$ cat config.mk
export PLATFORM = sky130hd
export DESIGN_NAME = normalizer_pipe
export DESIGN_NICKNAME = d
export VERILOG_FILES = /design/src/rtl/normalizer_pipe.sv
export SDC_FILE = /design/constraint.sdc
export NUM_CORES = 1
export LEC_CHECK = 0
export ABC_CLOCK_PERIOD_IN_PS = 6540
export CORE_MARGIN = 1.5
export CORE_UTILIZATION = 30
export CTS_CLUSTER_SIZE = 8
export DETAILED_ROUTE_END_ITERATION = 6
export DONT_BUFFER_PORTS = 1
export PLACE_DENSITY = 0.51
export SETUP_SLACK_MARGIN = 0.5
export SLEW_MARGIN = 20
export SYNTH_ARGS = -nofsm -noshare
export SYNTH_HDL_FRONTEND = slang
export SYNTH_SLANG_ARGS = --single-unit
$ cat constraint.sdc
create_clock -name clk_in -period 6.54 [get_ports clk_in]
set_clock_uncertainty 0.1 [all_clocks]
set_input_delay 1.308 -clock clk_in [delete_from_list [all_inputs] [get_ports clk_in]]
set_output_delay 1.308 -clock clk_in [all_outputs]
set_load 0.03 [all_outputs]
$ cat src/rtl/normalizer_pipe.sv
// normalizer_pipe: two-stage valid/ready normaliser for the FP adder datapath.
// Stage 1 classifies the raw sum (zero / right shift / left shift) and counts
// leading zeros. Stage 2 applies the shift, adjusts the exponent and raises
// the zero/overflow/underflow flags.
// Optional build macro NORM_STATS_EN adds saturating overflow/underflow
// completion counters with a synchronous clear.
module normalizer_pipe #(
  parameter int EXP_WIDTH      = 8,
  parameter int MANTISSA_WIDTH = 23,
  parameter int CNT_WIDTH      = 16
) (
  input  logic                      clk_in,
  input  logic                      rst_n_in,
  input  logic                      valid_in,
  output logic                      ready_in,
  input  logic [EXP_WIDTH-1:0]      expoent_in,
  input  logic [MANTISSA_WIDTH+1:0] result_in,
  output logic                      valid_out,
  input  logic                      ready_out,
  output logic [EXP_WIDTH-1:0]      normal_e_out,
  output logic [MANTISSA_WIDTH:0]   normal_m_out,
  output logic                      zero_out,
  output logic                      overflow_out,
`ifdef NORM_STATS_EN
  input  logic                      clr_stats_in,
  output logic [CNT_WIDTH-1:0]      ovf_count_out,
  output logic [CNT_WIDTH-1:0]      unf_count_out,
`endif
  output logic                      underflow_out
);

  localparam int MW = MANTISSA_WIDTH;
  localparam int EW = EXP_WIDTH;
  localparam int SW = (MW > 0) ? $clog2(MW + 1) : 1;
  localparam int CW = (EW > SW) ? EW : SW;

  typedef enum logic [1:0] {
    CLS_ZERO  = 2'd0,
    CLS_RIGHT = 2'd1,
    CLS_LEFT  = 2'd2
  } cls_e;

  logic          s1_valid_q;
  logic [EW-1:0] s1_exp_q;
  logic [MW+1:0] s1_res_q;
  cls_e          s1_cls_q, s1_cls_d;
  logic [SW-1:0] s1_lz_q, s1_lz_d;

  logic          s2_valid_q;
  logic [EW-1:0] s2_e_q, s2_e_d;
  logic [MW:0]   s2_m_q, s2_m_d;
  logic          s2_zero_q, s2_zero_d;
  logic          s2_ovf_q, s2_ovf_d;
  logic          s2_unf_q, s2_unf_d;

  logic          s2_load;
  logic          s1_load;
  logic [EW:0]   e_inc;
  logic [CW-1:0] exp_ext;
  logic [CW-1:0] lz_ext;

  assign s2_load  = !s2_valid_q || ready_out;
  assign s1_load  = !s1_valid_q || s2_load;
  assign ready_in = s1_load;

  // Stage 1 classification; the highest set bit of result_in[MW:0] sets the count
  always_comb begin
    s1_lz_d = SW'(MW);
    for (int i = 0; i <= MW; i++) begin
      if (result_in[i]) s1_lz_d = SW'(MW - i);
    end
    if (result_in == '0)      s1_cls_d = CLS_ZERO;
    else if (result_in[MW+1]) s1_cls_d = CLS_RIGHT;
    else                      s1_cls_d = CLS_LEFT;
  end

  // Stage 1 registers: hold operand while stage 2 is blocked
  always_ff @(posedge clk_in or negedge rst_n_in) begin
    if (!rst_n_in) begin
      s1_valid_q <= 1'b0;
      s1_exp_q   <= '0;
      s1_res_q   <= '0;
      s1_cls_q   <= CLS_ZERO;
      s1_lz_q    <= '0;
    end else if (s1_load) begin
      s1_valid_q <= valid_in;
      if (valid_in) begin
        s1_exp_q <= expoent_in;
        s1_res_q <= result_in;
        s1_cls_q <= s1_cls_d;
        s1_lz_q  <= s1_lz_d;
      end
    end
  end

  assign e_inc   = {1'b0, s1_exp_q} + {{EW{1'b0}}, 1'b1};
  assign exp_ext = CW'(s1_exp_q);
  assign lz_ext  = CW'(s1_lz_q);

  // Stage 2 normalisation; exponent 0 is reserved, so exp <= shift underflows
  always_comb begin
    s2_e_d    = '0;
    s2_m_d    = '0;
    s2_zero_d = 1'b0;
    s2_ovf_d  = 1'b0;
    s2_unf_d  = 1'b0;
    case (s1_cls_q)
      CLS_ZERO: s2_zero_d = 1'b1;
      CLS_RIGHT: begin
        if (e_inc >= {1'b0, {EW{1'b1}}}) begin
          s2_ovf_d = 1'b1;
          s2_e_d   = '1;
        end else begin
          s2_e_d = e_inc[EW-1:0];
          s2_m_d = s1_res_q[MW+1:1];
        end
      end
      default: begin
        if (exp_ext <= lz_ext) begin
          s2_unf_d = 1'b1;
        end else begin
          s2_e_d = s1_exp_q - EW'(s1_lz_q);
          s2_m_d = s1_res_q[MW:0] << s1_lz_q;
        end
      end
    endcase
  end

  // Stage 2 registers: outputs frozen while downstream stalls
  always_ff @(posedge clk_in or negedge rst_n_in) begin
    if (!rst_n_in) begin
      s2_valid_q <= 1'b0;
      s2_e_q     <= '0;
      s2_m_q     <= '0;
      s2_zero_q  <= 1'b0;
      s2_ovf_q   <= 1'b0;
      s2_unf_q   <= 1'b0;
    end else if (s2_load) begin
      s2_valid_q <= s1_valid_q;
      if (s1_valid_q) begin
        s2_e_q    <= s2_e_d;
        s2_m_q    <= s2_m_d;
        s2_zero_q <= s2_zero_d;
        s2_ovf_q  <= s2_ovf_d;
        s2_unf_q  <= s2_unf_d;
      end
    end
  end

  assign valid_out     = s2_valid_q;
  assign normal_e_out  = s2_e_q;
  assign normal_m_out  = s2_m_q;
  assign zero_out      = s2_zero_q;
  assign overflow_out  = s2_ovf_q;
  assign underflow_out = s2_unf_q;

`ifdef NORM_STATS_EN
  logic [CNT_WIDTH-1:0] ovf_cnt_q;
  logic [CNT_WIDTH-1:0] unf_cnt_q;
  logic                 xfer_out;

  assign xfer_out = s2_valid_q && ready_out;

  // Saturating completion counters; clear wins over a same-cycle increment
  always_ff @(posedge clk_in or negedge rst_n_in) begin
    if (!rst_n_in) begin
      ovf_cnt_q <= '0;
      unf_cnt_q <= '0;
    end else if (clr_stats_in) begin
      ovf_cnt_q <= '0;
      unf_cnt_q <= '0;
    end else begin
      if (xfer_out && s2_ovf_q && (ovf_cnt_q != '1)) ovf_cnt_q <= ovf_cnt_q + 1'b1;
      if (xfer_out && s2_unf_q && (unf_cnt_q != '1)) unf_cnt_q <= unf_cnt_q + 1'b1;
    end
  end

  assign ovf_count_out = ovf_cnt_q;
  assign unf_count_out = unf_cnt_q;
`else
  logic [CNT_WIDTH-1:0] unused_cnt_w;
  assign unused_cnt_w = '0;
`endif

endmodule

==> run_results.csv, run 1 <==
group,metric,value,unit
final_layout,nets,518,
clock_tree,htree_levels,3,
job,drv_cap,0,
outcome,outcome,"finished clean",
power_and_ir_drop,leakage,2.12,nW
placement,io_buffers,0,
final_layout,fin_util,33.8,%
drt,dr_total_vias,3962,
floorplanning,die_w,132,µm
timing,relSlewSlack,27.2,%
synth,syn_inst,491,
synth,synthesis.area,4970,µm²
timing,final.setup.tns,0,ns
timing,fmax,271,MHz
synth,synth_flop_cell,"dfrtp_1",
synth,postSynthNetCount,536,
timing,setup_viol,0,
timing,drv_slew,0,
clock_tree,cts_tree,"built",
final_layout,multi_input_area,2810,µm²
final_layout,areaGrowthSynthToFinish,9.04,%
timing,grt_setup_unrepaired,"no",
synth,ys_ff_latch,77,
drt,viasPerCell,5.71,
synth,ys_seq_area_share,38.8,%
clock_tree,cts_buffers,9,
setup_path,cp_max_fo,25,
placement,gp_congestion,0.902,
synth,ys_types,69,
global_routing,first_global_vias,3920,
timing,hold_viol,0,
floorplanning,start_util,31.0,%
floorplanning,design.core.area,16100,µm²
drt,drtIter0Drc,276,
setup_path,cp_data_arrival_time,3.87,ns
final_layout,num-fill-cells,1641,
clock_tree,clk_path_buf_depth,2,
global_routing,grt_max_degree,78,
synth,synth.area.top_cells,"dfrtp_1, mux2_2, mux4_2",
synth,synth_top_area_share,38.8,%
drt,drt_wl_total,15100,µm
clock_tree,root_buffer,"clkbuf_16",
clock_tree,cts_sinks,77,
final_layout,final_cell_mix,"dfrtp_1, nand2_1, nor2_1",
drt,remaining_drc_errors,0,
final_layout,drive_gt1_share,15.7,%
synth,syn_avg_cell_area,10.1,µm²
final_layout,design_area,5420,µm²
setup_path,critPathKind,"reg -> reg",
floorplanning,die_area,17400,µm²
setup_path,regToRegSetupSlack,2.86,ns
setup_path,r2r_cells,8,
placement,postPlaceCellArea,5070,µm²
hold_path,hold_class,"reg -> reg",
clock_tree,holdBufCountCts,0,
power_and_ir_drop,p_per_area,334,nW/µm²
synth,yosys.area.top_type,"dfrtp_1",
clock_tree,cts_setup_buffers,0,
drt,first_pass_iters,5,
setup_path,crit_required,6.73,ns
clock_tree,clk_latency,0.35,ns
timing,min_period,3.68,ns
synth,yosys_warnings,0,
setup_path,r2r-start,"s1_lz_q[3]",
global_routing,antenna_found_initial,0,
hold_path,hp-start,"s1_cls_q[0]",
floorplanning,io_pins,74,
global_routing,grt_pass1_wl,23400,µm
synth,async_flop_share,100,%
hold_path,hold_depth,1,
global_routing,grt_remaining_overflow,0,
synth,synth-edff-count,0,
setup_path,r2r-end,"normal_m_out[9]",
floorplanning,num_rows,46,
hold_path,min_to,"zero_out",
drt,detail-route-antenna-nets,0,
setup_path,cp-start-kind,"register",
clock_tree,cts_resized,0,
timing,post-route-period-util,56.3,%
drt,wl_per_cell,21.8,µm
final_layout,layout_commonest_cell,"dfrtp_1",
global_routing,grt_usage,17.6,%
timing,worst_pin_slew,1.09,ns
floorplanning,die_h,132,µm
final_layout,antenna_cells,0,
clock_tree,clk_pin_slew,0.06,ns
final_layout,register_area,1930,µm²
placement,hpwl,11000,µm
power_and_ir_drop,peakVddDrop,0.132,mV
setup_path,cp-end-kind,"register",
[worst max-delay path, cell delays in order (launching register included)]
cell and delay, ns:
dfrtp_1 0.70, inv_1 0.16, ha_1 0.40, o21ai_0 0.12, o21ai_1 0.24, a211o_2 0.20
nand3_1 0.75, a2111oi_0 0.76, a221o_1 0.18
[layout make-up]
type	instances	area share, %
Timing Repair Buffer	3	0.416
Clock buffer	10	4.41
Clock inverter	6	2.03
Tap cell	216	4.99
Inverter	12	0.831
Multi-Input combinational cell	370	51.8
Sequential cell	77	35.5
[cell families after synthesis]
| family | synth area share, % |
|---|---|
| AOI/OAI and AO/OA | 18.4 |
| xor gates and xnor gates | 2.32 |
| adders and majority gates | 2.16 |
| buffers and inverters | 4.93 |
| DFF | 38.8 |
| muxes | 18.0 |
| and+or+nand+nor | 15.4 |
[metrics by stage]
| step | hold slack [ns] | total power [W] | cells | setup WS, ns |
|---|---|---|---|---|
| floorplan | 0.347 | 0.00110 | 491 | 3.46 |
| global placement | 0.373 | 0.00123 | 678 | 2.98 |
| detailed placement | 0.385 | 0.00123 | 678 | 2.83 |
| CTS | 0.392 | 0.00183 | 694 | 2.91 |
| global route | 0.402 | 0.00190 | 694 | 2.44 |
| finish | 0.390 | 0.00181 | 694 | 2.86 |
[power by group]
| group | total [W] | switching, W | internal, W |
|---|---|---|---|
| registers | 0.000807 | 0.000241 | 0.000566 |
| clock network | 0.000586 | 0.000204 | 0.000382 |
| logic | 0.000417 | 0.000219 | 0.000199 |
[worst max path at each step]
| stage | cells after the start | to | from | slack (ns) |
|---|---|---|---|---|
| floorplan | 1 | ready_in | ready_out | 3.46 |
| global placement | 5 | normal_m_out[13] | ready_out | 2.98 |
| detailed placement | 5 | normal_m_out[14] | ready_out | 2.83 |
| CTS | 8 | normal_m_out[14] | s1_lz_q[3] | 2.91 |
| global route | 8 | normal_m_out[13] | s1_lz_q[3] | 2.44 |
| finish | 8 | normal_m_out[9] | s1_lz_q[3] | 2.86 |
[state kept, by name, summed over array words and instances, names as in the netlist, 2 cells and up]
register	cells
s1_cls_q	2
s1_res_q	25
exp_ext	8
normal_e_out	8
s1_lz_q	5
normal_m_out	24
[Yosys cell counts, types with 5 or more instances]
| library cell | count |
|---|---|
| nor4_1 | 9 |
| o22ai_1 | 6 |
| a221o_1 | 22 |
| a2111oi_0 | 8 |
| mux2_2 | 32 |
| dfrtp_1 | 77 |
| nor2_1 | 37 |
| nand2_1 | 49 |
| buf_1 | 7 |
| buf_2 | 8 |
| mux2i_1 | 22 |
| a21oi_1 | 28 |
| nand4_1 | 7 |
| mux2_1 | 6 |
| o21ai_0 | 18 |
| xnor2_1 | 6 |
| nor3_1 | 8 |
| nand3_1 | 8 |
| o21ai_1 | 6 |
| a211oi_1 | 5 |
| clkbuf_1 | 8 |
| mux4_2 | 11 |
| inv_1 | 11 |
| ha_1 | 7 |
| nor2b_1 | 6 |
| nand2b_1 | 9 |
[routing by layer]
metal  share of wire (%)  global-route usage, %  vias up  wire, µm
li1                    -                      -     1827         -
met1                  47                   24.0     1977      7120
met2                  46                   27.0      143      6930
met3                 6.2                   5.48       15       940
met4                0.96                   5.00        0       145
met5                   0                      0        -         0
(Power assumes the default switching activity.)
==> run 2: changes to the inputs <==
--- a/config.mk
+++ b/config.mk
@@ -5,7 +5,7 @@
 export SDC_FILE = /design/constraint.sdc
 export NUM_CORES = 1
 export LEC_CHECK = 0
-export ABC_CLOCK_PERIOD_IN_PS = 6540
+export ABC_CLOCK_PERIOD_IN_PS = 3400
 export CORE_MARGIN = 1.5
 export CORE_UTILIZATION = 30
 export CTS_CLUSTER_SIZE = 8
==> constraint.sdc (replaced) <==
create_clock -name clk_in -period 3.4 [get_ports clk_in]
set_clock_uncertainty 0.1 [all_clocks]
set_input_delay 0.68 -clock clk_in [delete_from_list [all_inputs] [get_ports clk_in]]
set_output_delay 0.68 -clock clk_in [all_outputs]
set_load 0.03 [all_outputs]
==> run 2 against run 1 <==
Compared with the run above: utilization rose by 0.36 points; global-route usage up 0.61 points; clock-buffer cell count up 2; design area increased by 1.1%; largest power group unchanged.
==> run_results.csv, run 2 (synthesized netlist as in run 1, its figures left out) <==
group,metric,value,unit
job,drv_cap,0,
drt,detail-route-antenna-nets,0,
power_and_ir_drop,leakage,2.14,nW
floorplanning,die_h,132,µm
floorplanning,die_w,132,µm
final_layout,layout_commonest_cell,"dfrtp_1",
setup_path,cp.depth,10,
floorplanning,io_pins,74,
setup_path,cp-start-kind,"register",
global_routing,first_global_vias,4111,
timing,setup_viol,0,
drt,drt_wl_total,15400,µm
timing,fmax,359,MHz
power_and_ir_drop,p_per_area,614,nW/µm²
setup_path,r2r_cells,10,
clock_tree,cts_buffers,9,
floorplanning,start_util,31.0,%
global_routing,antenna_found_initial,0,
final_layout,multi_input_area,2820,µm²
floorplanning,die_area,17400,µm²
timing,final.setup.tns,0,ns
timing,grt_setup_unrepaired,"no",
setup_path,cp_data_arrival_time,2.91,ns
setup_path,critPathKind,"reg -> reg",
final_layout,antenna_cells,0,
timing,drv_slew,0,
power_and_ir_drop,peakVddDrop,0.313,mV
clock_tree,root_buffer,"clkbuf_16",
global_routing,grt_pass1_wl,24200,µm
final_layout,regMostFlops,"s1_res_q",
final_layout,nets,527,
setup_path,crit_required,3.53,ns
timing,hold_viol,0,
placement,hpwl,11400,µm
drt,dr_total_vias,3993,
final_layout,final_cell_count_no_fill,703,
final_layout,fin_util,34.1,%
outcome,outcome,"finished clean",
clock_tree,cts_tree,"built",
final_layout,largest_reg_flops,25,
setup_path,critPathBufInv,2,
clock_tree,cts_sinks,77,
hold_path,hold_class,"in -> async",
floorplanning,num_rows,46,
setup_path,crit_chain,"inv_2 > ha_2 > inv_1 > fa_2 > a211oi_2 > o21ai_2 > a211o_2 > nor2b_2 > a32o_2 > a221o_1",
setup_path,max_stage_delay,0.44,ns
global_routing,grt_remaining_overflow,0,
clock_tree,cts_setup_buffers,0,
timing,min_period,2.78,ns
drt,first_pass_iters,7,
setup_path,regToRegSetupSlack,0.62,ns
clock_tree,clk_path_buf_depth,2,
timing,relSlewSlack,49.1,%
setup_path,r2r-end,"normal_m_out[23]",
clock_tree,htree_levels,3,
timing,worst_pin_slew,0.760,ns
placement,io_buffers,0,
placement,place_inst,685,
final_layout,final_cell_mix,"dfrtp_1, nand2_1, nor2_1",
final_layout,areaGrowthSynthToFinish,10.2,%
global_routing,grt_max_degree,78,
setup_path,r2r-start,"exp_ext[0]",
global_routing,grt_usage,18.2,%
drt,viasPerCell,5.68,
placement,gp_congestion,0.863,
timing,post-route-period-util,81.8,%
final_layout,num-fill-cells,1665,
setup_path,cp_slowest_cell,"dfrtp_2",
setup_path,cp-end-kind,"register",
setup_path,critPathLaunch,"exp_ext[0]",
floorplanning,design.core.area,16100,µm²
setup_path,crit_end,"normal_m_out[23]",
final_layout,drive_gt1_share,18.5,%
setup_path,cp_max_fo,6,
drt,wl_per_cell,21.8,µm
drt,remaining_drc_errors,0,
final_layout,register_area,1930,µm²
clock_tree,clk_pin_slew,0.06,ns
drt,drtIter0Drc,229,
clock_tree,clk_latency,0.35,ns
setup_path,cpLargestDelayFamily,"compound AO/OA/AOI/OAI gates",
-- run 2: changes by cell type in the layout (fill, tap and decap cells not counted), sizes merged --
cell | previous run | this run
buf | 3 | 12
clkinv | 1 | 2
bufinv | 3 | 1
clkbuf | 10 | 12
clkinvlp | 2 | 1
-- run 2: layer usage --
| metal | wire length (µm) | vias up | global-route usage (%) |
|---|---|---|---|
| li1 | - | 1859 | - |
| met1 | 6930 | 1974 | 24.0 |
| met2 | 6970 | 137 | 28.2 |
| met3 | 1110 | 23 | 5.79 |
| met4 | 340 | 0 | 6.48 |
| met5 | 0 | - | 0 |
-- run 2: power breakdown --
group	leakage, nW	internal [W]	switching (W)	total (W)
sequential	0.950	0.00109	0.000464	0.00155
clock	0.143	0.000586	0.000383	0.000969
combinational	1.05	0.000396	0.000447	0.000842
-- run 2: worst min-delay path by stage --
stage	end	from
final	s1_lz_q[0]	rst_n_in
after detailed placement	normal_e_out[3]	rst_n_in
after global routing	normal_e_out[0]	rst_n_in
after CTS	normal_m_out[10]	rst_n_in
after floorplan	exp_ext[0]	rst_n_in
after global placement	overflow_out	rst_n_in
-- run 2: area by class of cell --
class	instances	area share, %
Clock buffer	12	4.50
Clock inverter	4	0.868
Inverter	12	0.822
Multi-Input combinational cell	370	51.5
Sequential cell	77	35.2
Tap cell	216	4.93
Timing Repair Buffer	12	2.15
-- run 2: timing repair --
action                     4_1_cts  5_1_grt
hold endpoints to repair        77        0
setup endpoints to repair        5       21
gates cloned                     0        1
pin swaps                        0        1
hold buffers                     1        0
gates resized for setup          1       11
-- run 2: through the flow --
stage	area [µm²]	hold WS [ns]	setup WS [ns]	power, W
after detailed placement	5120	0.286	0.472	0.00238
after floorplan	4970	0.284	0.524	0.00213
after CTS	5440	0.147	0.505	0.00338
after global placement	5120	0.286	0.620	0.00237
after global routing	5480	0.158	0.507	0.00355
final	5480	0.141	0.618	0.00336
==> run 3: changes to the inputs <==
--- a/config.mk
+++ b/config.mk
@@ -5,13 +5,13 @@
 export SDC_FILE = /design/constraint.sdc
 export NUM_CORES = 1
 export LEC_CHECK = 0
-export ABC_CLOCK_PERIOD_IN_PS = 3400
+export ABC_CLOCK_PERIOD_IN_PS = 2500
 export CORE_MARGIN = 1.5
 export CORE_UTILIZATION = 30
 export CTS_CLUSTER_SIZE = 8
 export DETAILED_ROUTE_END_ITERATION = 6
 export DONT_BUFFER_PORTS = 1
-export PLACE_DENSITY = 0.51
+export PLACE_DENSITY = 0.52
 export SETUP_SLACK_MARGIN = 0.5
 export SLEW_MARGIN = 20
 export SYNTH_ARGS = -nofsm -noshare
==> constraint.sdc (replaced) <==
create_clock -name clk_in -period 2.5 [get_ports clk_in]
set_clock_uncertainty 0.1 [all_clocks]
set_input_delay 0.5 -clock clk_in [delete_from_list [all_inputs] [get_ports clk_in]]
set_output_delay 0.5 -clock clk_in [all_outputs]
set_load 0.03 [all_outputs]
==> run 3 against run 2 <==
Compared with the run above: the run now ends with negative hold slack left; largest cell class unchanged; critical path depth is 1 higher; cell count is 5.1% higher; routed wire length is 0.73% higher; utilization increased by 2.9 points.
==> run_results.csv, run 3 (synthesized netlist as in run 1, its figures left out) <==
group,metric,value,unit
outcome,outcome,"finished with violations",
outcome,violations,"negative hold slack",
clock_tree,clk_pin_slew,0.06,ns
power_and_ir_drop,peakVddDrop,0.420,mV
clock_tree,root_buffer,"clkbuf_16",
final_layout,final_cell_count_no_fill,739,
drt,first_pass_iters,5,
drt,detail-route-antenna-nets,0,
timing,whs,-0.252,ns
timing,min_period,2.47,ns
final_layout,drive_gt1_share,27.9,%
timing,worst_pin_slew,0.612,ns
timing,relSlewSlack,59.0,%
final_layout,largest_reg_flops,25,
placement,gp_congestion,0.904,
clock_tree,clk_path_buf_depth,2,
setup_path,cpLargestDelayFamily,"compound AO/OA/AOI/OAI gates",
global_routing,grt_usage,18.0,%
placement,dp_slack,-0.100,ns
clock_tree,htree_levels,3,
global_routing,grt_pass1_wl,24200,µm
job,drv_cap,0,
clock_tree,cts_tree,"built",
final_layout,fin_util,37.0,%
final_layout,nets,563,
setup_path,cp_slowest_cell,"dfrtp_1",
global_routing,first_global_vias,4216,
global_routing,antenna_found_initial,0,
setup_path,regToRegSetupSlack,0.03,ns
drt,remaining_drc_errors,0,
power_and_ir_drop,leakage,2.36,nW
clock_tree,clk_latency,0.35,ns
clock_tree,cts_sinks,77,
setup_path,crit_top_cell,"inv_2",
setup_path,critPathBufInv,3,
final_layout,regMostFlops,"s1_res_q",
setup_path,critPathKind,"reg -> reg",
drt,drtIter0Drc,329,
setup_path,r2r-end,"normal_m_out[16]",
timing,hold_viol,77,
setup_path,cp-start-kind,"register",
power_and_ir_drop,p_per_area,796,nW/µm²
placement,hpwl,11700,µm
drt,viasPerCell,5.67,
floorplanning,die_h,132,µm
final_layout,layout_commonest_cell,"dfrtp_1",
global_routing,grt_remaining_overflow,0,
setup_path,cp_max_fo,8,
drt,dr_total_vias,4190,
timing,grt_setup_unrepaired,"yes",
placement,io_buffers,0,
final_layout,final_cell_mix,"dfrtp_1, nand2_1, buf_4",
timing,fin_ws,0.0342,ns
drt,drt_wl_total,15500,µm
timing,drv_slew,0,
setup_path,r2r_cells,11,
floorplanning,die_w,132,µm
timing,final.setup.tns,0,ns
final_layout,areaGrowthSynthToFinish,19.4,%
floorplanning,start_util,31.0,%
setup_path,crit_chain,"inv_2 > ha_4 > inv_2 > fa_2 > a211oi_2 > o21ai_1 > a211o_2 > nand3_4 > clkbuf_16 > a31oi_1 > a221o_1",
setup_path,cp-end-kind,"register",
floorplanning,io_pins,74,
floorplanning,die_area,17400,µm²
hold_path,hold_class,"in -> async",
setup_path,cp_data_arrival_time,2.60,ns
drt,wl_per_cell,20.9,µm
setup_path,max_stage_delay,0.39,ns
setup_path,crit_required,2.63,ns
global_routing,grt_max_degree,78,
clock_tree,cts_buffers,9,
floorplanning,design.core.area,16100,µm²
timing,fmax,406,MHz
setup_path,r2r-start,"exp_ext[0]",
timing,setup_viol,0,
floorplanning,num_rows,46,
setup_path,critPathLaunch,"exp_ext[0]",
final_layout,antenna_cells,0,
timing,post-route-period-util,98.6,%
placement,place_inst,713,
-- run 3: cell count changes in the layout (fill, tap and decap cells not counted), sizes merged --
| cell | previous run | this run |
|---|---|---|
| clkinvlp | 1 | 2 |
| clkinv | 2 | 3 |
| clkbuf | 12 | 11 |
| buf | 12 | 47 |
-- run 3: cell type report --
type	count	area [µm²]
Multi-Input combinational cell	370	2960
Timing Repair Buffer	48	442
Sequential cell	77	1930
Fill cell	1617	10100
Tap cell	216	270
Inverter	12	45.0
Clock buffer	10	229
Clock inverter	6	63.8
-- run 3: worst max path at each step --
stage	end	slack, ns	cells after the start
global route	normal_m_out[23]	-0.05	10
floorplan	normal_m_out[23]	-0.03	10
finish	normal_m_out[16]	0.03	11
detailed placement	normal_m_out[14]	-0.10	11
global placement	normal_m_out[19]	-0.02	7
CTS	normal_m_out[23]	-0.05	10
-- run 3: through the flow --
stage | area [µm²] | total power, W
detailed placement | 5390 | 0.00335
global placement | 5390 | 0.00333
CTS | 5750 | 0.00470
floorplan | 5040 | 0.00292
global route | 5940 | 0.00498
finish | 5940 | 0.00472
-- run 3: repair_timing --
item	4_1_cts	5_1_grt
pin swaps	7	12
setup buffers	4	5
resized for setup	8	34
cloned	0	1
hold endpoints to repair	77	77
endpoints found under the setup margin	35	35
-- run 3: per-layer routing --
metal	track usage, %	vias to the layer above	wire length (µm)
met3	5.48	32	1110
met5	0	-	0
met4	7.04	0	397
li1	-	1914	-
met1	24.2	2078	6830
met2	27.2	166	7120
-- run 3: where the power goes --
group          switching (W)  leakage (nW)  internal [W]
Clock               0.000521         0.138      0.000771
Combinational       0.000662          1.27      0.000676
Sequential          0.000614         0.948       0.00148
Total                0.00180          2.36       0.00293
